<file path="config.mk">
export PLATFORM = sky130hd
export DESIGN_NAME = rr_logging_flush_ctrl
export DESIGN_NICKNAME = d
export VERILOG_FILES = /design/src/rtl/rr_logging_flush_ctrl.sv
export SDC_FILE = /design/constraint.sdc
export NUM_CORES = 1
export LEC_CHECK = 0
export BUFFER_PORTS_ARGS = -buffer_cell sky130_fd_sc_hd__buf_2
export CAP_MARGIN = 10
export CORE_ASPECT_RATIO = 0.75
export CORE_MARGIN = 5
export CORE_UTILIZATION = 46
export CTS_BUF_LIST = sky130_fd_sc_hd__clkbuf_8
export DETAILED_ROUTE_END_ITERATION = 7
export GPL_ROUTABILITY_DRIVEN = 0
export PLACE_DENSITY = 0.69
export SLEW_MARGIN = 20
export SYNTH_ARGS = -nofsm -noshare
export SYNTH_HDL_FRONTEND = slang
export SYNTH_SLANG_ARGS = --single-unit
export TNS_END_PERCENT = 20
</file>
<file path="constraint.sdc">
create_clock -name clk -period 5.2 [get_ports clk]
set_input_delay 0.26 -clock clk [delete_from_list [all_inputs] [get_ports clk]]
set_output_delay 0.26 -clock clk [all_outputs]
set_load 0.01 [all_outputs]
</file>
<file path="src/rtl/rr_logging_flush_ctrl.sv">
// rr_logging_flush_ctrl
//   Session controller for the round-robin trace logger. A start pulse opens
//   a logging session (RUN). A stop pulse closes capture and drains the
//   packed merge tree (DRAIN). DONE is reached once every pipeline stage has
//   been seen empty while the tree was flowing. Two saturating statistics
//   counters record the accepted non-empty beats and their summed length.
//
//   Optional feature macro: RR_FLUSH_TIMEOUT_EN
//     When defined, DRAIN is also bounded by TIMEOUT_CYCLES. If the bound
//     expires first, the block leaves DRAIN and sets a sticky timeout flag.
//     When undefined, timeout is tied to 0.
//
// Ports
//   clk         in   sole clock, rising edge
//   rstn        in   asynchronous active-low reset
//   start       in   pulse: open a new session (from IDLE or DONE)
//   stop        in   pulse: end the session and flush (from RUN)
//   tree_valid  in   any_valid from the top of the merge tree
//   tree_len    in   len from the top of the merge tree
//   sink_ready  in   downstream trace-writer ready
//   tree_ready  out  ready into the packing block (RUN/DRAIN only)
//   log_en      out  channel capture enable (RUN only)
//   busy        out  session active (RUN or DRAIN)
//   done        out  flush complete (DONE)
//   timeout     out  sticky drain-timeout flag
//   pkt_cnt     out  accepted non-empty beats (saturating)
//   bit_cnt     out  sum of tree_len over accepted beats (saturating)
//
// tree_len is assumed to be no wider than the counters (OFFSET_WIDTH <= CNT_WIDTH).
module rr_logging_flush_ctrl #(
  parameter int OFFSET_WIDTH   = 10,
  parameter int PIPE_DEPTH     = 4,
  parameter int CNT_WIDTH      = 32,
  parameter int TIMEOUT_CYCLES = 1024
) (
  input  logic                    clk,
  input  logic                    rstn,
  input  logic                    start,
  input  logic                    stop,
  input  logic                    tree_valid,
  input  logic [OFFSET_WIDTH-1:0] tree_len,
  input  logic                    sink_ready,
  output logic                    tree_ready,
  output logic                    log_en,
  output logic                    busy,
  output logic                    done,
  output logic                    timeout,
  output logic [CNT_WIDTH-1:0]    pkt_cnt,
  output logic [CNT_WIDTH-1:0]    bit_cnt
);

  typedef enum logic [1:0] {
    S_IDLE  = 2'd0,
    S_RUN   = 2'd1,
    S_DRAIN = 2'd2,
    S_DONE  = 2'd3
  } state_t;

  // The idle counter must be able to hold PIPE_DEPTH+1.
  localparam int IDLE_W = $clog2(PIPE_DEPTH + 2);
  localparam logic [IDLE_W-1:0] IDLE_LIMIT = IDLE_W'(PIPE_DEPTH + 1);

  state_t                state_q, state_d;
  logic [CNT_WIDTH-1:0]  pkt_cnt_q, pkt_cnt_d;
  logic [CNT_WIDTH-1:0]  bit_cnt_q, bit_cnt_d;
  logic [IDLE_W-1:0]     idle_cnt_q, idle_cnt_d;
  logic                  busy_s;
  logic                  tree_ready_s;
  logic                  accept_s;
  logic [CNT_WIDTH:0]    bit_sum_s;

`ifdef RR_FLUSH_TIMEOUT_EN
  localparam int TO_W = $clog2(TIMEOUT_CYCLES + 1);
  localparam logic [TO_W-1:0] TO_LIMIT = TO_W'(TIMEOUT_CYCLES);
  logic [TO_W-1:0]       drain_cnt_q, drain_cnt_d;
  logic                  timeout_q, timeout_d;
`else
  // TIMEOUT_CYCLES has no effect in this build.
  localparam int timeout_cycles_unused = TIMEOUT_CYCLES;
`endif

  // Handshake qualifiers derived from the state register.
  always_comb begin
    busy_s       = (state_q == S_RUN) || (state_q == S_DRAIN);
    tree_ready_s = sink_ready && busy_s;
    // Empty beats (len 0) flow through but are not counted.
    accept_s     = tree_valid && tree_ready_s && (tree_len != {OFFSET_WIDTH{1'b0}});
    // One extra bit so a carry out signals saturation.
    bit_sum_s    = {1'b0, bit_cnt_q} + {{(CNT_WIDTH + 1 - OFFSET_WIDTH){1'b0}}, tree_len};
  end

  // Next-state, counter and drain-tracking logic.
  always_comb begin
    state_d    = state_q;
    pkt_cnt_d  = pkt_cnt_q;
    bit_cnt_d  = bit_cnt_q;
    idle_cnt_d = {IDLE_W{1'b0}};
`ifdef RR_FLUSH_TIMEOUT_EN
    drain_cnt_d = {TO_W{1'b0}};
    timeout_d   = timeout_q;
`endif

    if (accept_s) begin
      if (pkt_cnt_q != {CNT_WIDTH{1'b1}}) begin
        pkt_cnt_d = pkt_cnt_q + {{(CNT_WIDTH - 1){1'b0}}, 1'b1};
      end else begin
        pkt_cnt_d = pkt_cnt_q;
      end
      if (bit_sum_s[CNT_WIDTH]) begin
        bit_cnt_d = {CNT_WIDTH{1'b1}};
      end else begin
        bit_cnt_d = bit_sum_s[CNT_WIDTH-1:0];
      end
    end else begin
      pkt_cnt_d = pkt_cnt_q;
      bit_cnt_d = bit_cnt_q;
    end

    case (state_q)
      S_IDLE, S_DONE: begin
        // start wins over a simultaneous stop here; stop alone is ignored.
        if (start) begin
          state_d   = S_RUN;
          pkt_cnt_d = {CNT_WIDTH{1'b0}};
          bit_cnt_d = {CNT_WIDTH{1'b0}};
`ifdef RR_FLUSH_TIMEOUT_EN
          timeout_d = 1'b0;
`endif
        end else begin
          state_d = state_q;
        end
      end
      S_RUN: begin
        // stop wins over a simultaneous start; the idle counter enters DRAIN at 0.
        if (stop) begin
          state_d = S_DRAIN;
        end else begin
          state_d = S_RUN;
        end
      end
      S_DRAIN: begin
        // Only cycles where the tree is flowing and empty count toward the flush.
        if (tree_ready_s && !tree_valid) begin
          idle_cnt_d = idle_cnt_q + {{(IDLE_W - 1){1'b0}}, 1'b1};
        end else begin
          idle_cnt_d = {IDLE_W{1'b0}};
        end
`ifdef RR_FLUSH_TIMEOUT_EN
        drain_cnt_d = drain_cnt_q + {{(TO_W - 1){1'b0}}, 1'b1};
        // A clean flush on the same edge as the timeout takes precedence.
        if (idle_cnt_d == IDLE_LIMIT) begin
          state_d = S_DONE;
        end else if (drain_cnt_d == TO_LIMIT) begin
          state_d   = S_DONE;
          timeout_d = 1'b1;
        end else begin
          state_d = S_DRAIN;
        end
`else
        if (idle_cnt_d == IDLE_LIMIT) begin
          state_d = S_DONE;
        end else begin
          state_d = S_DRAIN;
        end
`endif
      end
      default: begin
        state_d = S_IDLE;
      end
    endcase
  end

  // State and counter registers.
  always_ff @(posedge clk or negedge rstn) begin
    if (!rstn) begin
      state_q    <= S_IDLE;
      pkt_cnt_q  <= {CNT_WIDTH{1'b0}};
      bit_cnt_q  <= {CNT_WIDTH{1'b0}};
      idle_cnt_q <= {IDLE_W{1'b0}};
`ifdef RR_FLUSH_TIMEOUT_EN
      drain_cnt_q <= {TO_W{1'b0}};
      timeout_q   <= 1'b0;
`endif
    end else begin
      state_q    <= state_d;
      pkt_cnt_q  <= pkt_cnt_d;
      bit_cnt_q  <= bit_cnt_d;
      idle_cnt_q <= idle_cnt_d;
`ifdef RR_FLUSH_TIMEOUT_EN
      drain_cnt_q <= drain_cnt_d;
      timeout_q   <= timeout_d;
`endif
    end
  end

  assign tree_ready = tree_ready_s;
  assign log_en     = (state_q == S_RUN);
  assign busy       = busy_s;
  assign done       = (state_q == S_DONE);
  assign pkt_cnt    = pkt_cnt_q;
  assign bit_cnt    = bit_cnt_q;
`ifdef RR_FLUSH_TIMEOUT_EN
  assign timeout    = timeout_q;
`else
  assign timeout    = 1'b0;
`endif

endmodule
</file>
==> flow_metrics.tcl <==
set metrics [dict create \
    yosys_warnings 0 \
    clkTransAtPathRegs_ns 0.08 \
    cts_setup_buffers 0 \
    worst_slew_margin_rel_pct 39.91 \
    die_area_mm2 0.01091 \
    fill_cells 786 \
    die_w_um 118.9 \
    first_pass_iters 5 \
    routedWlPerCell_um 16.58 \
    syn-cell-area_mm2 0.004094 \
    ys.flop_type "dfrtp_1" \
    final_core_util_pct 56.44 \
    cts_root_buffer "clkbuf_8" \
    grt_start_max_net_pins 70 \
    power_frac_comb_pct 34.0 \
    hold_viol 0 \
    use_met2_pct 30.21 \
    grt_antenna_before_repair 0 \
    met3_usage_pct 5.351 \
    timing.final.crit_share_pct 65.47 \
    yosysSeqAreaShare_pct 42.18 \
    layout_commonest_cell "buf_2" \
    worst_ep_required_time_ns 5.46 \
    critical_path_class "reg -> reg" \
    route.vias.total 3694 \
    intPower_w 0.001095 \
    period_needed_ns 3.405 \
    grt_pass1_wl_um 17530 \
    switching_share_pct 36.89 \
    grt_pass1_vias 3527 \
    cp_slowest_cell "nor2_1" \
    ir_worst_vdd_mv 0.2925 \
    dpl_worst_slack_ns 1.797 \
    worst_slack_ns 1.795 \
    tightest_slew_ns 0.9013 \
    clockPowerShare_pct 29.3 \
    cts.path.max_buffers 2 \
    hpwlAfterDp_um 7651 \
    cap_violations 0 \
    num_rows 29 \
    clock_latency_ns 0.34 \
    min_path_type "in -> async" \
    synth_edf_count 0 \
    grt_usage_pct 19.60 \
    multi_input_area_mm2 0.002255 \
    setup_viol 0 \
    routed_via_density 5.781 \
    grtUsageMet1_pct 27.56 \
    finalWirelength_um 10600 \
    final_cell_mix "83 x buf_2, 69 x dfrtp_1, 43 x nand2_1, 41 x nor2_1, 35 x a21oi_1" \
    syn_avg_cell_area_um2 9.241 \
    cpPeakStageDelay_ns 0.73 \
    nets 558 \
    place_area_mm2 0.004599 \
    htree_num_levels 3 \
    p_leak_nw 2.291 \
    max_freq_ghz 0.2937 \
    tns_ns 0 \
    syn_nets 475 \
    crit_path_start_kind "register" \
    finalClockSkew_ns 0.009145 \
    ys_ff_latch 69 \
    clock_sinks 69 \
    postLayoutCellArea_mm2 0.004833 \
    drive_gt1_share_pct 22.79 \
    drtIter0Drc 236 \
    seq_area_mm2 0.001727 \
    seqPwrFrac_pct 36.7 \
    crit_path_cell_trace "inv_1 > ha_1 > nand3b_4 > a31oi_4 > nand3_1 > nor2_1 > nand2_1 > a311oi_1" \
    boundaryPins 85 \
    cts_tree "done" \
    ant_nets 0 \
    drc 0 \
    cts_resized 0 \
    end_kind "register" \
    hold_buffers 0 \
    path_max_fanout 19 \
    cts_buffers 9 \
    start_util_pct 47.81 \
    finalMaxSlewViolations 0 \
    grt.busiest_layer "met2" \
    core_mm2 0.008563 \
    grt-ovfl-total 0 \
    p_per_area_mw_per_mm2 359.0 \
    area.growth.synth_to_final_pct 18.06 \
    switching_power_w 0.0006401 \
    die_h_um 91.70 \
    synth.distinct_cells 62 \
    synthArstFlopShare_pct 100.0 \
    port_buffers 83 \
    status "completed" \
    worstPathArrival_ns 3.66 \
    synthCells 443 \
    n_antenna_cell 0 \
    rsz0062_at_grt "no" \
]
## path summary, 6_finish.rpt
path	slack [ns]	end	from	cells past startpoint
min reg2reg	0.46	idle_cnt_q[0]$_DFF_PN0_	idle_cnt_q[0]$_DFF_PN0_	1
max reg2reg	1.80	bit_cnt[15]$_DFF_PN0_	state_q[0]$_DFFE_PN0P_	8
min	0.10	pkt_cnt[25]$_DFF_PN0_	rstn	2
max	1.80	bit_cnt[15]$_DFF_PN0_	state_q[0]$_DFFE_PN0P_	8
min in group clk	0.23	state_q[0]$_DFFE_PN0P_	start	3
max in group asynchronous	4.48	bit_cnt[9]$_DFF_PN0_	rstn	2
## routing by layer
| layer | part of all wire, % | vias up |
|---|---|---|
| met5 | 0 | - |
| met4 | 0.62 | 0 |
| met3 | 4.6 | 6 |
| met2 | 45 | 95 |
| met1 | 50 | 1775 |
| li1 | - | 1818 |
## registers in the layout, indices dropped and copies added, names as in the netlist
name        cells
pkt_cnt        32
bit_cnt        32
state_q         2
idle_cnt_q      3
## critical path, delay by kind of cell, from the launching register on
family | cells | cell delay, ns
buffers and inverters | 1 | 0.07
DFF | 1 | 0.41
AOI/OAI and AO/OA | 2 | 0.83
adders and majority gates | 1 | 0.38
and+or+nand+nor | 4 | 1.62
## synthesized netlist by cell type (3+ instances only)
library cell | n | share of area, %
nor3_2 | 3 | 0.73
clkbuf_1 | 8 | 0.73
nor3_1 | 12 | 1.5
a31oi_1 | 12 | 1.8
a311oi_1 | 6 | 1.3
a31o_2 | 3 | 0.64
o31ai_1 | 4 | 0.73
xnor2_1 | 14 | 3.0
buf_2 | 3 | 0.37
a211oi_1 | 5 | 0.92
or4_1 | 6 | 1.1
a21oi_1 | 35 | 4.3
xor2_1 | 13 | 2.8
dfrtp_1 | 69 | 42
nor2_1 | 41 | 3.8
o21ai_0 | 19 | 2.3
nand3_1 | 18 | 2.2
and3_1 | 10 | 1.5
mux2i_1 | 5 | 1.2
nand2b_1 | 4 | 0.61
nand2_1 | 43 | 3.9
inv_1 | 14 | 1.3
nand4_1 | 16 | 2.4
nor4_1 | 4 | 0.61
ha_1 | 15 | 4.6
o21a_1 | 4 | 0.73
o211ai_1 | 5 | 0.92
and4_1 | 5 | 1.1
or3_1 | 6 | 0.92
## stage by stage
step / instances / hold WS (ns) / power (W)
after CTS: 639 / 0.1427 / 0.001749
after global placement: 623 / 0.4460 / 0.001215
after floorplan: 443 / -0.03559 / 0.001053
after global routing: 639 / 0.1857 / 0.001843
final: 639 / 0.1012 / 0.001735
after detailed placement: 623 / 0.4444 / 0.001229
## kinds of logic (layout without fill, tap and decap cells)
kind of cell / Yosys count / after routing / share of synthesized area (%)
buffers and inverters: 27 / 115 / 2.750
flip-flops: 69 / 69 / 42.18
multiplexers: 5 / 5 / 1.223
adder cells (fa/ha/maj): 16 / 16 / 5.073
AND/OR/NAND/NOR: 182 / 182 / 23.50
XOR/XNOR: 27 / 27 / 5.776
other: 1 / 1 / 0.09160
AO/OA/AOI/OAI: 116 / 116 / 19.41
## power by group through the flow
stage               clock network (W)  logic [W]  registers [W]
global route                 0.000544   0.000655       0.000645
detailed placement                  0   0.000583       0.000646
finish                       0.000508   0.000590       0.000637
CTS                          0.000523   0.000590       0.000637
global placement                    0   0.000574       0.000641
floorplan                           0   0.000398       0.000655
## final cells by class
cell class / count / share of cell area, %
clock buffer: 11 / 3.132
timing repair buffer: 85 / 8.905
inverter: 14 / 1.087
tap: 108 / 2.796
sequential: 69 / 35.72
clock inverter: 5 / 1.709
multi-input combinational: 347 / 46.65
Power figures use the tool's default switching activity.
